### config.mk
export PLATFORM = sky130hd
export DESIGN_NAME = dispatch_queue
export DESIGN_NICKNAME = d
export VERILOG_FILES = /design/src/rtl/dispatch_queue_pkg.sv /design/src/rtl/dispatch_queue.sv
export SDC_FILE = /design/constraint.sdc
export NUM_CORES = 2
export LEC_CHECK = 0
export CORE_MARGIN = 5
export CORE_UTILIZATION = 65
export CTS_BUF_LIST = sky130_fd_sc_hd__clkbuf_4
export CTS_CLUSTER_SIZE = 14
export DETAILED_ROUTE_END_ITERATION = 12
export GPL_ROUTABILITY_DRIVEN = 0
export GPL_TIMING_DRIVEN = 0
export PLACE_DENSITY_LB_ADDON = 0.25
export SLEW_MARGIN = 20
export SYNTH_ARGS = -nofsm -noshare
export SYNTH_HDL_FRONTEND = slang
export SYNTH_SLANG_ARGS = --single-unit
### constraint.sdc
create_clock -name clock -period 31.5 [get_ports clock]
set_clock_uncertainty 0.1 [all_clocks]
set_input_delay 6.3 -clock clock [delete_from_list [all_inputs] [get_ports clock]]
set_output_delay 6.3 -clock clock [all_outputs]
set_load 0.02 [all_outputs]
### src/rtl/dispatch_queue_pkg.sv
// rtl/dispatch_queue_pkg.sv - shared types for the ID->OOO dispatch queue
//
// Purpose: the per-instruction dispatch entry (DQ_ENTRY), its sub-packets and
// the default queue geometry. The ID->OOO packet is N of these entries, slot 0
// oldest.
// Ports: none (package).
package dispatch_queue_pkg;

  localparam int DQ_N     = 2;   // default superscalar width
  localparam int DQ_DEPTH = 16;  // default queue depth

  typedef logic [$clog2(DQ_DEPTH)-1:0] dq_ptr_t;

  // Rename-table inputs for one slot
  typedef struct packed {
    logic       valid;
    logic [4:0] dest_reg;
    logic [4:0] src1_reg;
    logic [4:0] src2_reg;
  } rat_is_input_t;

  // Reorder-buffer entry for one slot
  typedef struct packed {
    logic        valid;
    logic [31:0] pc;
    logic [4:0]  dest_reg;
    logic        done;
  } rob_entry_t;

  // Reservation-station packet
  typedef struct packed {
    logic        valid;
    logic [31:0] pc;
    logic [6:0]  opcode;
    logic [11:0] imm;
  } id_rs_packet_t;

  // Store-queue packet
  typedef struct packed {
    logic       valid;
    logic       is_store;
    logic [1:0] size;
  } id_sq_packet_t;

  // One decoded instruction as packed by the decoder
  typedef struct packed {
    rat_is_input_t rat_is_input;
    rob_entry_t    rob_is_packet;
    id_rs_packet_t id_rs_packet;
    id_sq_packet_t id_sq_packet;
  } dq_entry_t;

endpackage

### src/rtl/dispatch_queue.sv
// rtl/dispatch_queue.sv - in-order N-wide circular dispatch queue, ID->OOO sender
//
// Purpose: accepts up to N decoded instructions per cycle and presents the
// oldest min(count, N) as the ID->OOO packet. The presented group retires as a
// whole when the core reports no structural hazard; squash empties the queue.
// Ports:
//   clock             in   sole clock, rising edge
//   reset             in   asynchronous active-low reset
//   squash            in   mispredict flush, empties queue at next edge
//   in_entries        in   N decoded entries, slot 0 oldest
//   in_valid          in   per-slot valid, contiguous from slot 0
//   structural_hazard in   core cannot take the presented packet this cycle
//   id_ooo_packet     out  N presented entries, absent slots all-zero
//   dq_stall          out  fewer than N free entries; decoder must hold
//   count_out         out  occupancy
module dispatch_queue
  import dispatch_queue_pkg::*;
#(
  parameter int N     = DQ_N,
  parameter int DEPTH = DQ_DEPTH
) (
  input  logic                         clock,
  input  logic                         reset,
  input  logic                         squash,
  input  dq_entry_t [N-1:0]            in_entries,
  input  logic [N-1:0]                 in_valid,
  input  logic                         structural_hazard,
  output dq_entry_t [N-1:0]            id_ooo_packet,
  output logic                         dq_stall,
  output logic [$clog2(DEPTH+1)-1:0]   count_out
);

  localparam int PTR_W = $clog2(DEPTH);
  localparam int CNT_W = $clog2(DEPTH+1);

  dq_entry_t        mem [DEPTH];
  logic [PTR_W-1:0] head;
  logic [PTR_W-1:0] tail;
  logic [CNT_W-1:0] count;

  logic [CNT_W-1:0] free_cnt;
  logic [CNT_W-1:0] present_cnt;
  logic [CNT_W-1:0] in_cnt;
  logic [CNT_W-1:0] enq_cnt;
  logic [CNT_W-1:0] deq_cnt;

  // Stall looks only at registered occupancy so the decoder handshake never
  // depends on this cycle's dequeue.
  assign free_cnt    = CNT_W'(DEPTH) - count;
  assign dq_stall    = free_cnt < CNT_W'(N);
  assign present_cnt = (count < CNT_W'(N)) ? count : CNT_W'(N);
  assign count_out   = count;

  always_comb begin
    in_cnt = '0;
    for (int j = 0; j < N; j++) begin
      in_cnt = in_cnt + CNT_W'(in_valid[j]);
    end
  end

  // The core takes every presented slot or none.
  assign enq_cnt = dq_stall ? '0 : in_cnt;
  assign deq_cnt = structural_hazard ? '0 : present_cnt;

  // Presentation is driven from registered state only; empty slots are zeroed
  // so every valid flag inside them reads 0.
  always_comb begin
    for (int i = 0; i < N; i++) begin
      id_ooo_packet[i] = '0;
      if (CNT_W'(i) < count) begin
        id_ooo_packet[i] = mem[head + PTR_W'(i)];
      end
    end
  end

  always_ff @(posedge clock or negedge reset) begin
    if (!reset) begin
      head  <= '0;
      tail  <= '0;
      count <= '0;
    end else if (squash) begin
      head  <= '0;
      tail  <= '0;
      count <= '0;
    end else begin
      head  <= head + PTR_W'(deq_cnt);
      tail  <= tail + PTR_W'(enq_cnt);
      count <= count + enq_cnt - deq_cnt;
    end
  end

  // Storage contents are don't-care after reset, so no reset branch here.
  always_ff @(posedge clock) begin
    if (!squash && !dq_stall) begin
      for (int j = 0; j < N; j++) begin
        if (in_valid[j]) begin
          mem[tail + PTR_W'(j)] <= in_entries[j];
        end
      end
    end
  end

endmodule

# Word-level counts from Yosys, hierarchy flattened

Memories as Yosys holds them, arrays and structs flattened.
Cells that the tools add are included.
Widths: inputs -> output; s select.

Output and inout bits: 228
Bits in latches: 0
Memory bits (read-only): 0
Register bits after elaboration: 13
Memories kept: 1
Bits of input ports: 228
Bits in writable memories: 1,776

Memory list:

| name | words | width | read ports | clocked after memory_dff | write ports | line                 | source |
|---|---|---|---|---|---|---|---|
| mem  | 16    | 111   | 2          | 0                        | 2           | dispatch_queue.sv:36 | `dq_entry_t mem [DEPTH];` |

$mul: 0
Mux-type cells: 14
$add $sub $neg: 8
Reduce and logical (&&, ||, !) cells: 3
Order comparisons: 4
Div/mod/pow operators: 0
Eq/ne operators: 0
Bitwise gates (word level): 0
Shift-type cells: 0

Operator list:

| operator            | count |
|---|---|
| $mux 111            | 2 |
| $mux 5              | 3 |
| $lt 1x5->1 const A  | 2 |
| $lt 5x2->1 const B  | 2 |
| $add 4x1->4 const B | 2 |
| $mux 4              | 2 |
| $mux 1              | 6 |
| $add 5x2->5         | 1 |
| $sub 5x5->5         | 1 |
| $sub 5x5->5 const A | 1 |
| $add 4x2->4         | 1 |
| $add 4x4->4         | 1 |
| $add 1x1->2         | 1 |
| $logic_not 1->1     | 2 |
| $mux 2              | 1 |
| $logic_and 1x1->1   | 1 |

# Depth between registers and ports, before layout

Word-level depth: 6
Gate-level depth with buffers: 17
Gate-level depth less buffers: 16

# Worst setup path before layout

No wires, ideal clock.

Kind: input port to flip-flop
Start: input port in_valid[0]
End: memory mem[10][0] in the netlist's numbering, enable pin
Cell stages on the path: 4
Setup slack: 15,693 ps
Arrival: 14,967 ps
Path through: nor2b_1 -> a21oi_1 -> or3_1 -> nor3b_1

RTL lines:

| what        | line                 | source |
|---|---|---|
| from (decl) | dispatch_queue.sv:26 | `input logic [N-1:0] in_valid,` |
| to (decl)   | dispatch_queue.sv:36 |  |

==> out/results.txt <==
CP max FO -> 10
DR pass1 iterations -> 10
wire length per cell -> 38.3 um
Worst-Margin Slew -> 1.43 ns
initial antenna violation count -> 51
vias in the first global route -> 74,300
Worst-path clk slew -> 0.08 ns
grt ovf -> 0
syn nets -> 6,249
hpwl dp -> 248 mm
drt drc -> 0
crit path capture type -> output pin
Hold Crit Endpoint -> head[0]$_DFF_PN0_
Pleak -> 38.4 nW
R2R Path End -> mem[4][44]$_DFFE_PP_
postcts setup bufs -> 0
antenna viol nets, final -> 0
fin area -> 119,000 um^2
post-CTS resize count -> 0
Worst EP required -> 25.10 ns
Fmax -> 75.0 MHz
H-tree Lvls -> 5
final setup vio count -> 0
cts bufs inserted -> 472
Crit Path Class -> register to output pin
max-slew violation count -> 0
most frequent cells in the layout -> edfxtp_1 (1,776), mux2_1 (1,216), mux4_2 (888), clkbuf_4 (701), mux2_2 (560)
Worst EP arrival -> 6.93 ns
Clock Sinks -> 1,789
layout cell share with drive strength beyond 1 -> 35.6%
chip height -> 408 um
HP Start -> head[0]$_DFF_PN0_
Max Cap Viol -> 0
post-synthesis sequential area ratio -> 52.2%
die area -> 166,000 um^2
R2R Path Start -> count_out[0]$_DFF_PN0_
IO Pins -> 456
initial drt markers -> 13,000
top_reg_cell synth -> edfxtp_1
worst r2r path cells -> 13
min cycle time layout -> 13.33 ns
register-to-register setup slack -> 26.15 ns
Synth Warn # -> 0
element type at the critical path start -> register
outcome -> finished, final reports clean
Post-DP Area -> 113,000 um^2
final hold vios -> 0
Yosys cell types -> 43
Cells after Synth -> 6,002
RSZ-0062 raised after global routing -> no
#FFs+latches synth -> 1,789
via count -> 73,700
CTS tree -> built
VDD IR max -> 0.0000746 V
total track usage -> 43.3%
Nets -> 7,341
Post-synth EDFFs -> 1,776
row cnt -> 145
Post-Syn Area per Cell -> 17.1 um^2
fin crit share -> 42.3%
setup TNS -> 0 ns
Post-Syn Area -> 103,000 um^2
area grow syn2layout -> 15.7%
I/O Buffers -> 455
core area -> 157,000 um^2
number of cells on the worst hold path -> 2
first-pass GRT wire length -> 517 mm
initial core utilization -> 65.5%
final wirelength -> 365 mm
root buffer cell -> clkbuf_4
Vias per Instance -> 7.73
share of flip-flops with an asynchronous set or reset -> 0.727%
buffer depth of the longest clock path -> 4
HP Class -> register to register
Power per Cell Area -> 77.0 nW/um^2
chip width -> 408 um
largest net degree at the start of global routing -> 24
worst-skew pair later-pin latency -> 1.55 ns
hold_buf cts -> 0
commonest non-fill, non-tap cell in the layout -> edfxtp_1
slew margin rel. -> 4.00%
Finished Core Util -> 75.9%
==> registers in the layout, indices dropped and copies added, names as in the netlist <==
name / flops
mem: 1776
count_out: 5
head: 4
tail: 4
==> cell type report <==
cell class	count	area [um^2]
Clock buffer	701	5260
Clock inverter	90	377
Multi-Input combinational cell	3469	46100
Tap cell	2058	2570
Inverter	15	56.3
Timing Repair Buffer	618	7520
Buffer	729	3150
Sequential cell	1789	53700
Antenna cell	66	165
Fill cell	9199	37800
==> cells in the mapped netlist (6+ instances only) <==
cell | instances | area (um^2)
a21oi_1 | 114 | 571
a222oi_1 | 109 | 1090
buf_1 | 94 | 353
buf_2 | 179 | 896
buf_4 | 20 | 150
clkbuf_1 | 436 | 1640
dfrtp_1 | 13 | 325
edfxtp_1 | 1776 | 53300
ha_1 | 15 | 188
inv_1 | 15 | 56.3
mux2_1 | 1216 | 13700
mux2_2 | 560 | 6310
mux2i_1 | 225 | 2250
mux4_2 | 888 | 20000
nand2_1 | 117 | 439
nand2b_1 | 6 | 37.5
nor2_1 | 22 | 82.6
nor2b_1 | 12 | 75.1
nor3_1 | 14 | 70.1
o22ai_1 | 112 | 701
or3_1 | 8 | 50.1
xnor2_1 | 6 | 52.6
==> report_power, final <==
group	switching [mW]	leakage (nW)	internal, mW
clock	1.01	3.41	1.01
sequential	0.0641	16.2	2.79
combinational	2.54	18.8	1.73
total	3.62	38.4	5.53
==> stage by stage <==
step | hold slack [ns] | total power [mW] | worst slack [ns] | instances
2_1_floorplan | 0.509 | 5.21 | 15.69 | 6002
3_3_place_gp | 0.548 | 6.94 | 3.25 | 8515
3_5_place_dp | 0.570 | 7.01 | 20.28 | 8675
4_1_cts | 0.590 | 8.98 | 18.70 | 9466
5_1_grt | 0.643 | 9.34 | 18.57 | 9510
6_report | 0.599 | 9.15 | 18.17 | 9535
==> routing by layer <==
metal | global-route usage, % | vias up | part of all wire (%)
met2 | 61.8 | 7784 | 43
met1 | 54.3 | 36300 | 31
li1 | - | 27600 | -
met5 | 1.12 | - | 0.11
met3 | 19.1 | 1946 | 18
met4 | 28.1 | 28 | 8.0
==> worst max-delay path, cell delays in order, from the launching register on <==
cell and delay (ns):
dfrtp_1 0.40, buf_2 0.36, nor2b_1 0.26, a21boi_0 0.24
o22ai_1 0.19, clkbuf_2 0.74, clkbuf_1 0.78, clkbuf_1 0.76
a222oi_1 0.25, a21oi_1 0.66, clkdlybuf4s50_1 0.74
==> how the worst max path moves through the flow <==
stage	from	endpoint	slack, ns
floorplan	in_valid[0]	mem[10][0]$_DFFE_PP_	15.69
global route	head[1]$_DFF_PN0_	id_ooo_packet[215]	18.57
CTS	head[1]$_DFF_PN0_	id_ooo_packet[220]	18.70
detailed placement	head[1]$_DFF_PN0_	id_ooo_packet[220]	20.28
finish	head[2]$_DFF_PN0_	id_ooo_packet[220]	18.17
global placement	in_valid[0]	mem[6][76]$_DFFE_PP_	3.25
==> cells by family after synthesis <==
| kind of cell | after synthesis | share of synthesized area [%] |
|---|---|---|
| multiplexers | 2889 | 41.1 |
| flip-flops | 1789 | 52.2 |
| AND/OR/NAND/NOR | 193 | 0.828 |
| other | 2 | 0.00731 |
| buffers and inverters | 744 | 3.01 |
| adder cells (fa/ha/maj) | 19 | 0.261 |
| AO/OA/AOI/OAI | 357 | 2.46 |
| XOR/XNOR | 9 | 0.0767 |
No activity file was read; power rests on OpenSTA's default activity.
